===== src/rtl/obstacle_arb_pkg.sv =====
// obstacle_arb_pkg: shared width defaults and the read-owner tag type for the obstacle memory arbiter
package obstacle_arb_pkg;
  localparam int OBST_ADDR_W = 10;
  localparam int OBST_DATA_W = 32;
  typedef enum logic [1:0] {OWN_NONE, OWN_VID, OWN_GL} owner_t;
endpackage


===== src/rtl/obstacle_arb_tagpipe.sv =====
// obstacle_arb_tagpipe: fixed-depth shift register of read owners, cleared synchronously by rst
module obstacle_arb_tagpipe
  import obstacle_arb_pkg::*;
#(
  parameter int DEPTH = 2
) (
  input  logic   clk,
  input  logic   rst,
  input  owner_t tag_in,
  output owner_t tag_out
);
  owner_t pipe_d [DEPTH];
  owner_t pipe_q [DEPTH];
  always_comb begin
    pipe_d[0] = tag_in;
    for (int i = 1; i < DEPTH; i++) pipe_d[i] = pipe_q[i-1];
  end
  always_ff @(posedge clk)
    for (int i = 0; i < DEPTH; i++) pipe_q[i] <= rst ? OWN_NONE : pipe_d[i];
  assign tag_out = pipe_q[DEPTH-1];
endmodule


===== src/rtl/obstacle_mem_arbiter.sv =====
// obstacle_mem_arbiter: shares the obstacle memory port between renderer and game logic.
// Define OBSTACLE_ARB_STARVE_GUARD_EN to let starved game-logic requests override the renderer.
module obstacle_mem_arbiter
  import obstacle_arb_pkg::*;
#(
  parameter int ADDR_W       = OBST_ADDR_W,
  parameter int DATA_W       = OBST_DATA_W,
  parameter int READ_LATENCY = 1,
  parameter int STARVE_LIMIT = 8
) (
  input  logic                clk_clk,
  input  logic                reset_reset,
  input  logic                vid_req,
  input  logic [ADDR_W-1:0]   vid_addr,
  output logic                vid_gnt,
  output logic                vid_rvalid,
  output logic [DATA_W-1:0]   vid_rdata,
  input  logic                gl_req,
  input  logic                gl_we,
  input  logic [ADDR_W-1:0]   gl_addr,
  input  logic [DATA_W-1:0]   gl_wdata,
  input  logic [DATA_W/8-1:0] gl_be,
  output logic                gl_gnt,
  output logic                gl_rvalid,
  output logic [DATA_W-1:0]   gl_rdata,
  output logic [ADDR_W-1:0]   mem_address,
  output logic                mem_clken,
  output logic                mem_chipselect,
  output logic                mem_write,
  output logic [DATA_W-1:0]   mem_writedata,
  output logic [DATA_W/8-1:0] mem_byteenable,
  input  logic [DATA_W-1:0]   mem_readdata
);
  logic                force_gl;
  logic                mem_chipselect_d, mem_chipselect_q;
  logic                mem_write_d, mem_write_q;
  logic [ADDR_W-1:0]   mem_address_d, mem_address_q;
  logic [DATA_W-1:0]   mem_writedata_d, mem_writedata_q;
  logic [DATA_W/8-1:0] mem_byteenable_d, mem_byteenable_q;
  owner_t              tag_in, tag_out;
`ifdef OBSTACLE_ARB_STARVE_GUARD_EN
  localparam int CW = $clog2(STARVE_LIMIT + 1);
  logic [CW-1:0] starve_cnt_d, starve_cnt_q;
  assign force_gl = starve_cnt_q == CW'(STARVE_LIMIT);
  always_comb starve_cnt_d = (gl_gnt | ~gl_req) ? '0 : starve_cnt_q + 1'b1;
  always_ff @(posedge clk_clk) starve_cnt_q <= reset_reset ? '0 : starve_cnt_d;
`else
  assign force_gl = 1'b0;
`endif
  assign vid_gnt = ~reset_reset & vid_req & ~(gl_req & force_gl);
  assign gl_gnt  = ~reset_reset & gl_req & ~vid_gnt;
  always_comb begin
    mem_chipselect_d = vid_gnt | gl_gnt;
    mem_write_d      = gl_gnt & gl_we;
    mem_address_d    = vid_gnt ? vid_addr : gl_addr;
    mem_writedata_d  = mem_write_d ? gl_wdata : '0;
    mem_byteenable_d = mem_write_d ? gl_be : {(DATA_W/8){mem_chipselect_d}};
    tag_in           = vid_gnt ? OWN_VID : (gl_gnt & ~gl_we) ? OWN_GL : OWN_NONE;
  end
  always_ff @(posedge clk_clk)
    if (reset_reset) begin
      mem_chipselect_q <= 1'b0;
      mem_write_q      <= 1'b0;
      mem_address_q    <= '0;
      mem_writedata_q  <= '0;
      mem_byteenable_q <= '0;
    end else begin
      mem_chipselect_q <= mem_chipselect_d;
      mem_write_q      <= mem_write_d;
      mem_address_q    <= mem_address_d;
      mem_writedata_q  <= mem_writedata_d;
      mem_byteenable_q <= mem_byteenable_d;
    end
  // tag depth covers the command register stage plus the memory latency
  obstacle_arb_tagpipe #(.DEPTH(1 + READ_LATENCY)) u_tagpipe (
    .clk     (clk_clk),
    .rst     (reset_reset),
    .tag_in  (tag_in),
    .tag_out (tag_out)
  );
  assign mem_clken      = ~reset_reset;
  assign mem_chipselect = mem_chipselect_q;
  assign mem_write      = mem_write_q;
  assign mem_address    = mem_address_q;
  assign mem_writedata  = mem_writedata_q;
  assign mem_byteenable = mem_byteenable_q;
  assign vid_rvalid     = ~reset_reset & (tag_out == OWN_VID);
  assign gl_rvalid      = ~reset_reset & (tag_out == OWN_GL);
  assign vid_rdata      = mem_readdata;
  assign gl_rdata       = mem_readdata;
endmodule

===== config.mk =====
export PLATFORM = sky130hd
export DESIGN_NAME = obstacle_mem_arbiter
export DESIGN_NICKNAME = d
export VERILOG_FILES = /design/src/rtl/obstacle_arb_pkg.sv /design/src/rtl/obstacle_arb_tagpipe.sv /design/src/rtl/obstacle_mem_arbiter.sv
export SDC_FILE = /design/constraint.sdc
export NUM_CORES = 1
export LEC_CHECK = 0
export ABC_CLOCK_PERIOD_IN_PS = 2050
export BUFFER_PORTS_ARGS = -buffer_cell sky130_fd_sc_hd__buf_4
export CAP_MARGIN = 20
export CORE_MARGIN = 3
export CORE_UTILIZATION = 29
export CTS_CLUSTER_DIAMETER = 100
export DETAILED_ROUTE_END_ITERATION = 16
export HOLD_SLACK_MARGIN = 0.05
export PLACE_DENSITY = 0.68
export SYNTH_ARGS = -nofsm -noshare
export SYNTH_HDL_FRONTEND = slang
export SYNTH_SLANG_ARGS = --single-unit
export TNS_END_PERCENT = 5

===== constraint.sdc =====
create_clock -name clk_clk -period 2.05 [get_ports clk_clk]
set_input_delay 0 -clock clk_clk [delete_from_list [all_inputs] [get_ports clk_clk]]
set_output_delay 0 -clock clk_clk [all_outputs]
set_load 0.02 [all_outputs]

==> flow_summary.rst, run 1 <==
.. list-table::
   :header-rows: 1

   * - Metric
     - Value
   * - Number of synthesis warnings
     - 0
   * - Height of the chip
     - 90.2 µm
   * - Sinks on the clock net
     - 52
   * - Cts bufs inserted
     - 5
   * - Standard-cell row count
     - 30
   * - Die outline width
     - 90.2 µm
   * - Initial Util
     - 0.301
   * - Distinct cell type count after synthesis
     - 13
   * - Cell Area, Synth
     - 0.00206 mm²
   * - Maximum number of buffers from clock root to sink
     - 2
   * - Placed wire-length estimate
     - 3.98 mm
   * - Post-placement worst setup slack
     - 1030 ps
   * - Last stage reached
     - 4_1_cts
   * - Error that stopped the run
     - [ERROR RSZ-0060] Max buffer count reached.
   * - Sequential share of the synthesized area
     - 0.506
   * - Cells after Synth
     - 195
   * - CTS root buf
     - clkbuf_8
   * - Post-CTS resize count
     - 0
   * - PortBufs
     - 113
   * - H-tree level count
     - 2
   * - Total placed cells including tap cells
     - 334
   * - Flip-flop and latch count after synthesis
     - 52
   * - Top-level port count
     - 210
   * - Status
     - stopped before the end
   * - Nets in the synthesized netlist
     - 288
   * - Routability Congestion
     - 0.729
   * - Total setup buffers inserted after CTS
     - 0
   * - Synth Area per Inst
     - 10.5 µm²
   * - Number of hold buffers added after cts
     - 101
## through the flow
step	area, µm²	hold slack (ps)
after floorplan	2060	71.6
after global placement	2490	0.211
after detailed placement	2490	0.211
## cell usage after synthesis, drive strengths merged
master / n / share of area
buf: 71 / 0.26
dfxtp: 52 / 0.51
and2: 32 / 0.097
nor2: 14 / 0.026
mux2i: 10 / 0.049
nor3b: 7 / 0.026
nor2b: 5 / 0.015
inv: 2 / 0.0037
nor4bb: 1 / 0.012
o21bai: 1 / 0.0037
## logic make-up after synthesis
kind of cell	share of synthesized area
flip-flops	0.506
AND/OR/NAND/NOR	0.176
multiplexers	0.0487
buffers and inverters	0.266
AO/OA/AOI/OAI	0.00365
==> inputs of run 2 (changes only) <==
--- a/config.mk
+++ b/config.mk
@@ -9,11 +9,9 @@
 export BUFFER_PORTS_ARGS = -buffer_cell sky130_fd_sc_hd__buf_4
 export CAP_MARGIN = 20
 export CORE_MARGIN = 3
-export CORE_UTILIZATION = 29
-export CTS_CLUSTER_DIAMETER = 100
+export CORE_UTILIZATION = 20
 export DETAILED_ROUTE_END_ITERATION = 16
-export HOLD_SLACK_MARGIN = 0.05
-export PLACE_DENSITY = 0.68
+export PLACE_DENSITY_LB_ADDON = 0.15
 export SYNTH_ARGS = -nofsm -noshare
 export SYNTH_HDL_FRONTEND = slang
 export SYNTH_SLANG_ARGS = --single-unit
==> run 2 against run 1 <==
Against the previous run: the run now ends clean; area after synthesis unchanged; synthesized cell count did not move.
==> flow_summary.rst, run 2 <==
.. list-table::
   :header-rows: 1

   * - Metric
     - Value
   * - CTS root buf
     - clkbuf_8
   * - Highest fanout seen on the critical path
     - 1
   * - Top-level port count
     - 210
   * - Cells after Synth
     - 195
   * - Register clock-pin slew on the reported worst setup and hold paths
     - 100 ps
   * - Synth Area per Inst
     - 10.5 µm²
   * - Routability Congestion
     - 0.655
   * - Grt total ovfl
     - 0
   * - Number of remaining DRC errors
     - 0
   * - Standard-cell row count
     - 36
   * - Antenna fix cells
     - 0
   * - Number of enable flip-flop cells after synthesis
     - 0
   * - Die outline width
     - 107 µm
   * - Maximum number of buffers from clock root to sink
     - 2
   * - Number of global-route vias before repair
     - 1661
   * - Setup repair after global routing missed its margin
     - no
   * - Antenna violations before repair
     - 0
   * - Most common library cells after synthesis
     - 64 x buf_4, 52 x dfxtp_1, 32 x and2_1
   * - Antenna viol nets, final
     - 0
   * - Amount of wire on met3 after detailed routing
     - 662 µm
   * - Distinct cell type count after synthesis
     - 13
   * - Nets in the synthesized netlist
     - 288
   * - Data arrival time of the critical path
     - 1390 ps
   * - Largest net degree at the start of global routing
     - 34
   * - Worst slew pin tran
     - 371 ps
   * - Switching power as a share of total power
     - 0.243
   * - Commonest cells after routing, fill and taps aside
     - 114 x buf_4, 57 x dlygate4sd3_1, 52 x dfxtp_1
   * - Wire length of the first global-routing pass
     - 8.33 mm
   * - Total via count after detailed routing
     - 1548
   * - Final Hold Fails
     - 0
   * - Flip-flop and latch count after synthesis
     - 52
   * - Buffers plus inverters on the worst setup path
     - 3
   * - TNS Setup
     - 0 ps
   * - Most common cell in the netlist
     - buf_4
   * - NetSw
     - 0.483 mW
   * - Series of cell instances along the critical path
     - dlygate4sd3_1, buf_4, mux2i_1, dlygate4sd3_1, nor2_1
   * - Detailed-routing wirelength on met1
     - 1.96 mm
   * - Most common cell after layout, fill and taps aside
     - buf_4
   * - Sequential share of the synthesized area
     - 0.506
   * - Power Internal
     - 1.51 mW
   * - Slowest CP cell
     - dlygate4sd3_1
   * - Worst vdd ir
     - 0.249 mV
   * - Class of the worst hold path
     - in -> out
   * - Async SR Flop Fraction
     - 0
   * - Total placed cells including tap cells
     - 371
   * - Number of flip-flops in the largest register
     - 32
   * - Core Area
     - 0.00986 mm²
   * - Area growth from synthesis to layout
     - 55.7%
   * - Starting DRT DRC Count
     - 25
   * - Number of nets in the finished design
     - 395
   * - Number of slew-limit violations in the final report
     - 0
   * - TritonCTS clock tree
     - done
   * - Count of final setup violators
     - 0
   * - Number of synthesis warnings
     - 0
   * - Type of destination of the critical path
     - register
   * - Number of hold buffers added after cts
     - 57
   * - Initial Util
     - 0.209
   * - Cell taking the most area after synthesis
     - dfxtp_1
   * - Category of the critical setup timing path
     - in -> reg
   * - Maximum clock skew at final layout
     - 0.491 ps
   * - Fraction of final layout cells sized beyond drive strength 1
     - 0.406
   * - GRT Total Usage
     - 0.0930
   * - Placed wire-length estimate
     - 4.06 mm
   * - Post-route insts no fill
     - 436
   * - Amount of wire on met2 after detailed routing
     - 2.79 mm
   * - Status
     - complete, no violations
   * - Final worst-path cycle share
     - 0.588
   * - PortBufs
     - 113
   * - Family with the most delay on the worst path
     - buffers and inverters
   * - Cell Area, Synth
     - 0.00206 mm²
   * - Height of the chip
     - 107 µm
   * - Top Layer Used
     - met4
   * - Logic pwr share
     - 0.171
   * - Worst EP required
     - 2240 ps
   * - Number of iterations in the first detailed-routing pass
     - 3
   * - Biggest area contributors in the synthesized netlist
     - dfxtp_1 51%, buf_4 23%, and2_1 9.7%
   * - Design area
     - 0.00320 mm²
   * - Total Routed Length
     - 5.54 mm
   * - Later-pin clock latency in the skew report
     - 290 ps
   * - Cts bufs inserted
     - 5
   * - Clock power frac
     - 0.299
   * - Power after layout
     - 1.99 mW
   * - Crit start category
     - input pin
   * - H-tree level count
     - 2
   * - Via-per-instance ratio
     - 3.55
   * - Power Density
     - 621 mW/mm²
   * - Worst relative slew slack
     - 0.752
   * - Routed wire length per instance
     - 12.7 µm
   * - Maximum cell stage delay along the critical path
     - 570 ps
   * - Highest achievable clock rate
     - 829 MHz
   * - Die Outline Area
     - 0.0115 mm²
   * - Standard cell area after detailed placement
     - 0.00254 mm²
   * - Prevailing post-synth register cell
     - dfxtp_1
   * - Sequential cell fraction of total power
     - 0.529
   * - Sinks on the clock net
     - 52
   * - Total setup buffers inserted after CTS
     - 0
   * - Final period demand of the worst path
     - 1210 ps
   * - Max-cap violations
     - 0
   * - Post-CTS resize count
     - 0
   * - Post-synth top area share
     - 0.506
   * - Cell occurring most often along the worst timing path
     - dlygate4sd3_1
   * - Static Leakage
     - 1.52 nW
-- run 2: through the flow --
step / hold WS, ps / utilization / setup slack (ps)
floorplan: 71.6 / - / 1060
detailed placement: 0.200 / 0.257 / 987
CTS: 0.200 / 0.325 / 857
global placement: 0.200 / 0.257 / 993
finish: 0.0118 / 0.325 / 844
global route: 0.0311 / 0.325 / 798
-- run 2: final timing paths --
| path | from | end | slack (ps) | depth (start not counted) |
|---|---|---|---|---|
| worst max register to register | u_tagpipe.pipe_q[0][1] | u_tagpipe.pipe_q[0][3] | 1520 | 1 |
| worst max-delay path | gl_addr[5] | mem_address[5] | 840 | 5 |
| worst min-delay path | mem_readdata[7] | gl_rdata[7] | 0.01 | 0 |
| worst min register to register | u_tagpipe.pipe_q[0][0] | u_tagpipe.pipe_q[0][2] | 450 | 1 |
-- run 2: cell families after synthesis --
| kind of cell | synth area share |
|---|---|
| buf+inv | 0.266 |
| simple gates | 0.176 |
| flops | 0.506 |
| mux | 0.0487 |
| compound gates | 0.00365 |
-- run 2: power groups by stage --
stage	sequential (mW)	clock, mW	combinational [mW]
6_report	1.05	0.595	0.340
5_1_grt	1.06	0.680	0.368
3_3_place_gp	1.08	0	0.252
4_1_cts	1.05	0.648	0.344
3_5_place_dp	1.08	0	0.250
2_1_floorplan	1.12	0	0.243
-- run 2: routing by layer --
metal,track usage,up-vias
met3,0.0408,11
met1,0.0923,665
li1,-,748
met4,0.0352,0
met5,0,-
met2,0.170,124
-- run 2: layout make-up --
| class | count | area (µm²) |
|---|---|---|
| clock buffers | 5 | 68.8 |
| clock inverters | 3 | 22.5 |
| fillers | 1025 | 6660 |
| inverters | 2 | 7.51 |
| multi-input cells | 70 | 469 |
| flip-flops and latches | 52 | 1040 |
| well taps | 133 | 166 |
| repair buffers | 171 | 1430 |
Note: power is estimated with default switching activity, not from simulation.
==> inputs of run 3 (changes only) <==
--- a/config.mk
+++ b/config.mk
@@ -5,7 +5,8 @@
 export SDC_FILE = /design/constraint.sdc
 export NUM_CORES = 1
 export LEC_CHECK = 0
-export ABC_CLOCK_PERIOD_IN_PS = 2050
+export ABC_AREA = 1
+export ABC_CLOCK_PERIOD_IN_PS = 1250
 export BUFFER_PORTS_ARGS = -buffer_cell sky130_fd_sc_hd__buf_4
 export CAP_MARGIN = 20
 export CORE_MARGIN = 3
==> constraint.sdc (replaced) <==
create_clock -name clk_clk -period 1.25 [get_ports clk_clk]
set_input_delay 0 -clock clk_clk [delete_from_list [all_inputs] [get_ports clk_clk]]
set_output_delay 0 -clock clk_clk [all_outputs]
set_load 0.02 [all_outputs]
==> run 3 against run 2 <==
Against the previous run: register-to-register slack got worse by 770 ps; clock skew barely moved; flip-flop and latch count is the same; cell count increased by 13%; sequential share of layout area is 1.0 points lower; combinational power is 72% higher; clock power up 98%; critical path type unchanged; largest power group unchanged.
==> flow_summary.rst, run 3 <==
.. list-table::
   :header-rows: 1

   * - Metric
     - Value
   * - Number of nets in the finished design
     - 452
   * - Worst relative slew slack
     - 0.762
   * - Starting DRT DRC Count
     - 45
   * - Type of destination of the critical path
     - register
   * - TritonCTS clock tree
     - done
   * - Final design utilization
     - 0.334
   * - Flip-flop and latch count after synthesis
     - 52
   * - Maximum number of buffers from clock root to sink
     - 2
   * - Sinks on the clock net
     - 52
   * - GRT Total Usage
     - 0.0957
   * - Standard-cell row count
     - 36
   * - Routability Congestion
     - 0.670
   * - Grt total ovfl
     - 0
   * - Commonest cells after routing, fill and taps aside
     - 115 x buf_4, 63 x dlygate4sd3_1, 52 x dfxtp_1
   * - Top-level port count
     - 210
   * - Area growth from synthesis to layout
     - 60.3%
   * - Number of slew-limit violations in the final report
     - 0
   * - Highest fanout seen on the critical path
     - 1
   * - Number of iterations in the first detailed-routing pass
     - 4
   * - Fraction of final layout cells sized beyond drive strength 1
     - 0.350
   * - Placed wire-length estimate
     - 4.16 mm
   * - Largest net degree at the start of global routing
     - 34
   * - Final period demand of the worst path
     - 1170 ps
   * - CTS root buf
     - clkbuf_8
   * - Number of flip-flops in the largest register
     - 32
   * - Power Density
     - 1060 mW/mm²
   * - Count of final setup violators
     - 0
   * - Most common library cells after synthesis
     - 64 x buf_4, 52 x dfxtp_1, 39 x nand2_1
   * - Later-pin clock latency in the skew report
     - 300 ps
   * - Crit start category
     - input pin
   * - Final worst-path cycle share
     - 0.934
   * - Antenna fix cells
     - 0
   * - Wire length of the first global-routing pass
     - 8.60 mm
   * - Nets in the synthesized netlist
     - 336
   * - Synth Area per Inst
     - 8.49 µm²
   * - Number of global-route vias before repair
     - 1715
   * - Async SR Flop Fraction
     - 0
   * - Final Hold Fails
     - 0
   * - Total Routed Length
     - 5.80 mm
   * - Number of enable flip-flop cells after synthesis
     - 0
   * - PortBufs
     - 113
   * - Data arrival time of the critical path
     - 1360 ps
   * - Cts bufs inserted
     - 5
   * - Worst vdd ir
     - 0.441 mV
   * - Most common cell in the netlist
     - buf_4
   * - Category of the critical setup timing path
     - in -> reg
   * - Register clock-pin slew on the reported worst setup and hold paths
     - 90 ps
   * - Total via count after detailed routing
     - 1701
   * - Setup repair after global routing missed its margin
     - no
   * - Maximum clock skew at final layout
     - 0.726 ps
   * - Post-synth top area share
     - 0.505
   * - Die outline width
     - 108 µm
   * - Antenna violations before repair
     - 0
   * - Die Outline Area
     - 0.0116 mm²
   * - Via-per-instance ratio
     - 3.45
   * - Core Area
     - 0.00991 mm²
   * - Post-CTS resize count
     - 0
   * - Antenna viol nets, final
     - 0
   * - Cell taking the most area after synthesis
     - dfxtp_1
   * - Worst EP required
     - 1440 ps
   * - Highest achievable clock rate
     - 857 MHz
   * - Cell Area, Synth
     - 0.00206 mm²
   * - Worst slew pin tran
     - 356 ps
   * - Total setup buffers inserted after CTS
     - 0
   * - Static Leakage
     - 1.74 nW
   * - Max-cap violations
     - 0
   * - H-tree level count
     - 2
   * - Number of remaining DRC errors
     - 0
   * - Number of synthesis warnings
     - 0
   * - Cells after Synth
     - 243
   * - Biggest area contributors in the synthesized netlist
     - dfxtp_1 50%, buf_4 23%, nand2_1 7.1%
   * - Prevailing post-synth register cell
     - dfxtp_1
   * - Class of the worst hold path
     - in -> out
   * - Most common cell after layout, fill and taps aside
     - buf_4
   * - Routed wire length per instance
     - 11.8 µm
   * - Distinct cell type count after synthesis
     - 12
   * - Sequential share of the synthesized area
     - 0.505
   * - TNS Setup
     - 0 ps
   * - Initial Util
     - 0.208
   * - Height of the chip
     - 108 µm
   * - Status
     - complete, no violations
-- run 3: cell types whose count changed in the layout (fill, tap and decap cells not counted), sizes merged, moves of 2 or more --
cell and delta:
nor3 +2, dlygate4sd3 +6, inv +37, nor2 +23
nor2b -5, nand2 +39, nor3b -7, clkinv -2
nand4 +4, mux2i -10, and2 -32
-- run 3: path summary, 6_finish.rpt --
kind                                        startpoint  slack, ps  cells past startpoint                     end
worst max-delay path                          gl_be[3]         80                      5       mem_byteenable[3]
worst min-delay path                   mem_readdata[3]       0.01                      0             gl_rdata[3]
worst max register to register  u_tagpipe.pipe_q[0][1]        750                      2  u_tagpipe.pipe_q[0][3]
worst min register to register  u_tagpipe.pipe_q[0][0]        410                      2  u_tagpipe.pipe_q[0][2]
-- run 3: metal layers --
layer | GRT usage | share of wire | vias up
met3 | 0.0534 | 0.16 | 13
met4 | 0.0343 | 0.022 | 0
li1 | - | - | 868
met1 | 0.0891 | 0.33 | 690
met2 | 0.174 | 0.48 | 130
met5 | 0 | 0 | -
-- run 3: final cells by class --
cell class	instances	area, µm²
Clock buffer	5	68.8
Inverter	39	146
Tap cell	133	166
Multi-Input combinational cell	83	345
Timing Repair Buffer	178	1490
Clock inverter	3	46.3
Fill cell	1039	6600
Sequential cell	52	1040
-- run 3: where the power goes --
| group | internal [mW] | switching, mW |
|---|---|---|
| clock network | 0.604 | 0.578 |
| logic | 0.349 | 0.234 |
| registers | 1.72 | 0.0163 |
| total | 2.67 | 0.828 |
-- run 3: cell families (layout without fill, tap and decap cells) --
| logic type | Yosys count | in the layout | synth area share |
|---|---|---|---|
| buf+inv | 108 | 225 | 0.328 |
| flops | 52 | 52 | 0.505 |
| simple gates | 83 | 83 | 0.167 |
-- run 3: through the flow --
stage                     hold slack, ps  setup WS (ps)  instance area [µm²]  power (mW)  std cells
after floorplan                     47.5            467                 2060        2.23        243
after global placement             0.211            452                 2560        2.20        422
after detailed placement           0.211            415                 2560        2.20        422
after CTS                          0.211            124                 3310        3.58        493
after global routing              0.0288           30.2                 3310        3.70        493
final                             0.0101           82.7                 3310        3.50        493
-- run 3: critical path, stage by stage --
cell	delay [ps]
dlygate4sd3_1	550
buf_4	140
nand4_1	70
dlygate4sd3_1	540
nand2_1	50
-- run 3: repair_timing --
item	in CTS	in global routing
setup endpoints to repair	0	0
hold buffers	63	0
hold endpoints to repair	50	0
